**src/rtl/blink_pkg.sv**
```systemverilog
// Shared types and constants for the blink period meter.
package blink_pkg;

  typedef enum logic [0:0] {
    ST_IDLE    = 1'b0,
    ST_MEASURE = 1'b1
  } state_t;

  localparam int unsigned CLK_HZ          = 32'd50000000;
  // Five seconds of silence at the system clock rate
  localparam int unsigned TIMEOUT_DEFAULT = 32'd5 * CLK_HZ;

endpackage

```
**src/rtl/sync_edge_det.sv**
```systemverilog
// Two-flop synchroniser for an asynchronous input plus a rising-edge detector.
module sync_edge_det (
  input  logic clk,
  input  logic set,
  input  logic din,
  output logic lvl,
  output logic rise
);

  logic       meta_r;
  logic       lvl_r;
  logic       lvl_d_r;
  logic       armed_r;
  logic [1:0] fill_r;

  // Synchroniser pipeline, edge history, and arming once a genuine low has been seen
  always_ff @(posedge clk) begin
    if (set) begin
      meta_r  <= 1'b0;
      lvl_r   <= 1'b0;
      lvl_d_r <= 1'b0;
      fill_r  <= 2'b00;
      armed_r <= 1'b0;
    end else begin
      meta_r  <= din;
      lvl_r   <= meta_r;
      lvl_d_r <= lvl_r;
      fill_r  <= {fill_r[0], 1'b1};
      armed_r <= armed_r | (fill_r[1] & ~lvl_r);
    end
  end

  // The reset zeros in the pipeline are not a real low, so an input held
  // high through reset release must not look like a rising edge.
  assign lvl  = lvl_r;
  assign rise = lvl_r & ~lvl_d_r & armed_r;

endmodule

```
**src/rtl/blink_period_meter.sv**
```systemverilog
// Measures period and high time of a slow asynchronous blink input, with loss-of-signal timeout.
module blink_period_meter
  import blink_pkg::*;
#(
  parameter int unsigned CNT_W   = 32,
  parameter int unsigned TIMEOUT = TIMEOUT_DEFAULT
) (
  input  logic             clk_50MHz,
  input  logic             set,
  input  logic             sig_in,
  output logic [CNT_W-1:0] period_cycles,
  output logic [CNT_W-1:0] high_cycles,
  output logic             meas_valid,
  output logic             locked,
  output logic             lost
);

  localparam logic [CNT_W-1:0] TIMEOUT_C = CNT_W'(TIMEOUT);
  localparam logic [CNT_W-1:0] ONE_C     = {{(CNT_W-1){1'b0}}, 1'b1};
  localparam logic [CNT_W-1:0] ZERO_C    = {CNT_W{1'b0}};

  state_t           state_r;
  state_t           state_s;
  logic             lvl_s;
  logic             rise_s;
  logic             start_s;
  logic             measure_s;
  logic             timeout_s;
  logic [CNT_W-1:0] cnt_r;
  logic [CNT_W-1:0] hcnt_r;

  sync_edge_det u_sync (
    .clk  (clk_50MHz),
    .set  (set),
    .din  (sig_in),
    .lvl  (lvl_s),
    .rise (rise_s)
  );

  // FSM state register
  always_ff @(posedge clk_50MHz) begin
    if (set) begin
      state_r <= ST_IDLE;
    end else begin
      state_r <= state_s;
    end
  end

  // Next state and per-cycle actions; an edge coinciding with the timeout count wins
  always_comb begin
    state_s   = state_r;
    start_s   = 1'b0;
    measure_s = 1'b0;
    timeout_s = 1'b0;
    case (state_r)
      ST_IDLE: begin
        if (rise_s) begin
          state_s = ST_MEASURE;
          start_s = 1'b1;
        end else begin
          state_s = ST_IDLE;
        end
      end
      ST_MEASURE: begin
        if (rise_s) begin
          state_s   = ST_MEASURE;
          measure_s = 1'b1;
        end else if (cnt_r == TIMEOUT_C) begin
          state_s   = ST_IDLE;
          timeout_s = 1'b1;
        end else begin
          state_s = ST_MEASURE;
        end
      end
      default: begin
        state_s = ST_IDLE;
      end
    endcase
  end

  // Counters and registered outputs
  always_ff @(posedge clk_50MHz) begin
    if (set) begin
      cnt_r         <= ZERO_C;
      hcnt_r        <= ZERO_C;
      period_cycles <= ZERO_C;
      high_cycles   <= ZERO_C;
      meas_valid    <= 1'b0;
      locked        <= 1'b0;
      lost          <= 1'b0;
    end else begin
      meas_valid <= measure_s;
      lost       <= timeout_s;
      if (start_s || measure_s) begin
        cnt_r  <= ONE_C;
        hcnt_r <= ONE_C;
      end else if ((state_r == ST_MEASURE) && !timeout_s) begin
        cnt_r  <= cnt_r + ONE_C;
        hcnt_r <= hcnt_r + {{(CNT_W-1){1'b0}}, lvl_s};
      end else begin
        cnt_r  <= ZERO_C;
        hcnt_r <= ZERO_C;
      end
      if (measure_s) begin
        period_cycles <= cnt_r;
        high_cycles   <= hcnt_r;
        locked        <= 1'b1;
      end else if (timeout_s) begin
        locked <= 1'b0;
      end else begin
        locked <= locked;
      end
    end
  end

endmodule
```
**config.mk**
```make
export PLATFORM = sky130hd
export DESIGN_NAME = blink_period_meter
export DESIGN_NICKNAME = d
export VERILOG_FILES = /design/src/rtl/blink_pkg.sv /design/src/rtl/sync_edge_det.sv /design/src/rtl/blink_period_meter.sv
export SDC_FILE = /design/constraint.sdc
export NUM_CORES = 1
export LEC_CHECK = 0
export ABC_AREA = 1
export CAP_MARGIN = 10
export CORE_UTILIZATION = 63
export CTS_CLUSTER_SIZE = 40
export DETAILED_ROUTE_END_ITERATION = 6
export DONT_BUFFER_PORTS = 1
export PLACE_DENSITY = 0.76
export SLEW_MARGIN = 20
export SYNTH_ARGS = -nofsm -noshare
export SYNTH_HDL_FRONTEND = slang
export SYNTH_HIERARCHICAL = 1
export SYNTH_SLANG_ARGS = --single-unit
```
**constraint.sdc**
```tcl
create_clock -name clk_50MHz -period 2.17 [get_ports clk_50MHz]
set_clock_uncertainty 0.1 [all_clocks]
set_input_delay 0.434 -clock clk_50MHz [delete_from_list [all_inputs] [get_ports clk_50MHz]]
set_output_delay 0.434 -clock clk_50MHz [all_outputs]
set_load 0.1 [all_outputs]
```
==> impl_metrics.prom <==
# TYPE chip_impl_metric gauge
chip_impl_metric{name="vdd.ir_drop.worst",unit="mV"} 0.557
chip_impl_metric{name="cts.sink_count",unit=""} 138
chip_impl_metric{name="powerDensity",unit="nW/um^2"} 749
chip_impl_metric{name="dp.final_hpwl",unit="um"} 10400
chip_impl_metric{name="synthesized_instance_count",unit=""} 878
chip_impl_info{name="path_delay_family",value="simple AND/OR/NAND/NOR gates"} 1
chip_impl_metric{name="power",unit="uW"} 5620
chip_impl_metric{name="routed-via-count",unit=""} 5670
chip_impl_metric{name="core_area",unit="sq um"} 9730
chip_impl_metric{name="pwr-share-comb",unit="%"} 1.1
chip_impl_metric{name="wl_met2",unit="um"} 7640
chip_impl_metric{name="critPathArrivalTime",unit="ns"} 2.15
chip_impl_metric{name="post_drt_wl_per_cell",unit="um"} 13.4
chip_impl_info{name="critical-path-slowest-cell",value="sky130_fd_sc_hd__dfxtp_1"} 1
chip_impl_metric{name="antenna_found_initial",unit=""} 0
chip_impl_metric{name="drt_pass1_iterations",unit=""} 5
chip_impl_info{name="timing.critical_path.cells",value="ha_1 -> nand2_1 -> nor2_2 -> nand2_2 -> nor2_1 -> nand2_1 -> nand2_1 -> nand2_1 -> inv_1 -> nor2_2"} 1
chip_impl_metric{name="gr-usage-all-layers",unit="%"} 31.0
chip_impl_metric{name="overflow",unit=""} 0
chip_impl_info{name="path_common_cell",value="sky130_fd_sc_hd__nand2_1"} 1
chip_impl_metric{name="dieWidth",unit="um"} 102
chip_impl_info{name="crit_path_start_kind",value="register"} 1
chip_impl_metric{name="syn_area",unit="sq um"} 6280
chip_impl_info{name="cts_root_buf",value="sky130_fd_sc_hd__clkbuf_8"} 1
chip_impl_metric{name="power.share.switching",unit="%"} 20.3
chip_impl_metric{name="finalWorstPathRequiredPeriod",unit="ns"} 1.82
chip_impl_metric{name="yosys_warnings",unit=""} 6
chip_impl_info{name="endpoint_kind",value="register"} 1
chip_impl_metric{name="postSynthNetCount",unit=""} 885
chip_impl_metric{name="internal_power",unit="uW"} 4480
chip_impl_metric{name="clk_pin_slew_worst_paths",unit="ns"} 0.06
chip_impl_metric{name="number_of_global_route_vias_before_repair",unit=""} 5722
chip_impl_metric{name="wirelength_met1",unit="um"} 5840
chip_impl_metric{name="yosysUniqueCellTypes",unit=""} 28
chip_impl_metric{name="fin_tns_setup",unit="ns"} 0
chip_impl_metric{name="htreeDepth",unit=""} 4
chip_impl_metric{name="drv_slew",unit=""} 0
chip_impl_metric{name="asyncSetResetFlopFracSynth",unit="%"} 0
chip_impl_metric{name="layout-area-overhead-vs-synth",unit="%"} 19.4
chip_impl_metric{name="gpl.final_weighted_congestion",unit=""} 0.930
chip_impl_metric{name="final_critical_path_setup_slack",unit="ns"} 0.345
chip_impl_info{name="result_of_the_run",value="finished, final reports clean"} 1
chip_impl_info{name="hold_path.class",value="in -> reg"} 1
chip_impl_info{name="tritoncts",value="built"} 1
chip_impl_metric{name="number_of_synthesized_register_bits",unit=""} 138
chip_impl_metric{name="wire_length_of_the_first_global_routing_pass",unit="um"} 25000
chip_impl_metric{name="cts_buffers",unit=""} 17
chip_impl_metric{name="routed-wl-met3",unit="um"} 678
chip_impl_metric{name="p_switching",unit="uW"} 1140
chip_impl_metric{name="seq_power_share",unit="%"} 45.3
chip_impl_info{name="rsz_0062_raised_after_global_routing",value="no"} 1
chip_impl_info{name="top_signal_layer_used",value="met4"} 1
chip_impl_metric{name="layout-drive-gt1-share",unit="%"} 15.8
chip_impl_metric{name="max_slew.worst_pin.slew",unit="ns"} 0.397
chip_impl_metric{name="final_nets",unit=""} 953
chip_impl_metric{name="die_height",unit="um"} 102
chip_impl_metric{name="slew_headroom",unit="%"} 73.5
chip_impl_metric{name="timing.critical_path.fanout_max",unit=""} 5
chip_impl_info{name="synth-main-ff-cell",value="sky130_fd_sc_hd__dfxtp_1"} 1
chip_impl_metric{name="crit_buf_inv",unit=""} 1
chip_impl_metric{name="largest_net_degree_at_the_start_of_global_routing",unit=""} 64
chip_impl_metric{name="placement.io_buffers",unit=""} 0
chip_impl_metric{name="synth-edff-count",unit=""} 0
chip_impl_metric{name="route.antenna.remaining_nets",unit=""} 0
chip_impl_metric{name="drt-initial-drc-count",unit=""} 221
chip_impl_metric{name="post-cts-setup-buffers",unit=""} 0
chip_impl_metric{name="cap_violations",unit=""} 0
chip_impl_metric{name="n_antenna_cell",unit=""} 0
chip_impl_metric{name="drc",unit=""} 0
chip_impl_metric{name="finalCritPeriodShare",unit="%"} 84.1
chip_impl_metric{name="power.share.clock",unit="%"} 53.6
chip_impl_metric{name="post_dr_vias_cell",unit=""} 5.19
chip_impl_metric{name="worst_ep_required_time",unit="ns"} 2.49
chip_impl_metric{name="setup_viol_count_final",unit=""} 0
chip_impl_info{name="setup.worst_path.class",value="reg -> reg"} 1
chip_impl_metric{name="yosysSeqAreaShare",unit="%"} 44.0
chip_impl_metric{name="total_leakage_power",unit="uW"} 0.00296
chip_impl_metric{name="max_freq",unit="GHz"} 0.548
chip_impl_metric{name="die_area",unit="sq um"} 10400
chip_impl_metric{name="crit_path_max_incr_delay",unit="ns"} 0.37
chip_impl_metric{name="top_level_i_o_count",unit=""} 70
chip_impl_metric{name="timing_hold_violations_final",unit=""} 0
chip_impl_metric{name="syn_avg_cell_area",unit="sq um"} 7.15
chip_impl_metric{name="route.final.wire_length",unit="um"} 14700
chip_impl_metric{name="bufs_on_longest_clock_path",unit=""} 2
chip_impl_metric{name="insertion_delay",unit="ns"} 0.54
chip_impl_metric{name="pre_cts_ws",unit="ns"} 0.373
chip_impl_metric{name="initial_utilization",unit="%"} 64.5
chip_impl_metric{name="fp-row-count",unit=""} 36
-- worst reg2reg max path: stages, from the launching register on --
cell and delay, ns:
sky130_fd_sc_hd__dfxtp_1 0.37, sky130_fd_sc_hd__ha_1 0.25, sky130_fd_sc_hd__nand2_1 0.09, sky130_fd_sc_hd__nor2_2 0.18, sky130_fd_sc_hd__nand2_2 0.15, sky130_fd_sc_hd__nor2_1 0.26, sky130_fd_sc_hd__nand2_1 0.09, sky130_fd_sc_hd__nand2_1 0.06
sky130_fd_sc_hd__nand2_1 0.05, sky130_fd_sc_hd__inv_1 0.08, sky130_fd_sc_hd__nor2_2 0.04
-- layer usage --
| layer | up-vias | GRT usage, % |
|---|---|---|
| li1 | 2845 | - |
| met1 | 2612 | 33.2 |
| met2 | 163 | 56.3 |
| met3 | 50 | 7.80 |
| met4 | 0 | 16.5 |
| met5 | - | 0 |
-- power groups by stage --
stage	clock network, uW	registers (uW)	logic, uW
6_report	3010	2540	63.1
5_1_grt	3140	2540	70.1
3_3_place_gp	0	2600	55.9
4_1_cts	3030	2540	63.2
3_5_place_dp	0	2600	57.3
2_1_floorplan	0	2610	37.9
-- final cells by class --
cell class / instances / area [sq um]
inverter: 107 / 402
multi-input combinational: 606 / 2950
tap: 133 / 166
timing repair buffer: 76 / 601
fill: 733 / 2230
sequential: 138 / 2760
clock buffer: 20 / 445
clock inverter: 12 / 170
-- state kept, by name, indices dropped and copies added (netlist names) --
name            cells
cnt_r              32
hcnt_r             32
high_cycles        32
locked              1
lost                1
meas_valid          1
period_cycles      32
state_r             1
u_sync/armed_r      1
u_sync/fill_r       2
u_sync/lvl          1
u_sync/lvl_d_r      1
u_sync/meta_r       1
-- logic make-up (layout without fill, tap and decap cells) --
kind of cell | Yosys count | count (layout) | share of synthesized area [%]
AND/OR/NAND/NOR | 457 | 457 | 32.6
flip-flops | 138 | 138 | 44.0
buffers and inverters | 134 | 215 | 8.99
AO/OA/AOI/OAI | 112 | 112 | 8.99
XOR/XNOR | 33 | 33 | 4.60
adder cells (fa/ha/maj) | 4 | 4 | 0.797
-- per-stage QoR --
stage               hold WS [ns]  instances  utilization, %  instance area [sq um]
floorplan                  0.288        878               -                   6280
global placement           0.291       1058            70.6                   6860
detailed placement         0.301       1058            70.6                   6860
CTS                       0.0116       1092            77.1                   7500
global route              0.0284       1092            77.1                   7500
finish                    0.0222       1092            77.1                   7500
-- final timing paths --
kind                            slack [ns]  depth (start not counted)               end        startpoint
worst min register to register        0.31                          2  u_sync/fill_r[1]  u_sync/fill_r[0]
worst max register to register        0.35                         10         cnt_r[26]          cnt_r[1]
worst max-delay path                  0.35                         10         cnt_r[26]          cnt_r[1]
worst min-delay path                  0.02                          3           state_r               set
-- Yosys cell counts, types with 2 or more instances --
library cell	instances	area, sq um
sky130_fd_sc_hd__nand2_4	4	45.0
sky130_fd_sc_hd__a21oi_1	46	230
sky130_fd_sc_hd__dfxtp_1	138	2760
sky130_fd_sc_hd__nor2_8	2	40.0
sky130_fd_sc_hd__nor2_1	178	668
sky130_fd_sc_hd__buf_6	6	67.6
sky130_fd_sc_hd__o21ai_0	65	325
sky130_fd_sc_hd__clkbuf_1	10	37.5
sky130_fd_sc_hd__nand3_4	3	52.6
sky130_fd_sc_hd__nand4_1	6	37.5
sky130_fd_sc_hd__ha_1	4	50.1
sky130_fd_sc_hd__inv_1	106	398
sky130_fd_sc_hd__xnor2_1	7	61.3
sky130_fd_sc_hd__nor2_4	13	146
sky130_fd_sc_hd__buf_2	9	45.0
sky130_fd_sc_hd__nor2_2	14	87.6
sky130_fd_sc_hd__nand2_2	6	37.5
sky130_fd_sc_hd__nor3_1	3	15.0
sky130_fd_sc_hd__nand2_1	188	706
sky130_fd_sc_hd__nand3_1	36	180
sky130_fd_sc_hd__xor2_1	26	228
sky130_fd_sc_hd__nor3_2	2	20.0
-- placed cells by master, fill, tap and decap left out, types with 16 or more instances in the layout --
master,instances
sky130_fd_sc_hd__a21oi_1,46
sky130_fd_sc_hd__buf_4,72
sky130_fd_sc_hd__clkbuf_16,16
sky130_fd_sc_hd__dfxtp_1,138
sky130_fd_sc_hd__inv_1,105
sky130_fd_sc_hd__nand2_1,188
sky130_fd_sc_hd__nand3_1,36
sky130_fd_sc_hd__nor2_1,178
sky130_fd_sc_hd__o21ai_0,65
sky130_fd_sc_hd__xor2_1,26
-- what timing repair did --
item / in CTS / in global routing
hold buffers: 2 / 0
endpoints found under the hold margin: 9 / 0
gates resized for setup: 0 / 0
Note: power is estimated with default switching activity, not from simulation.
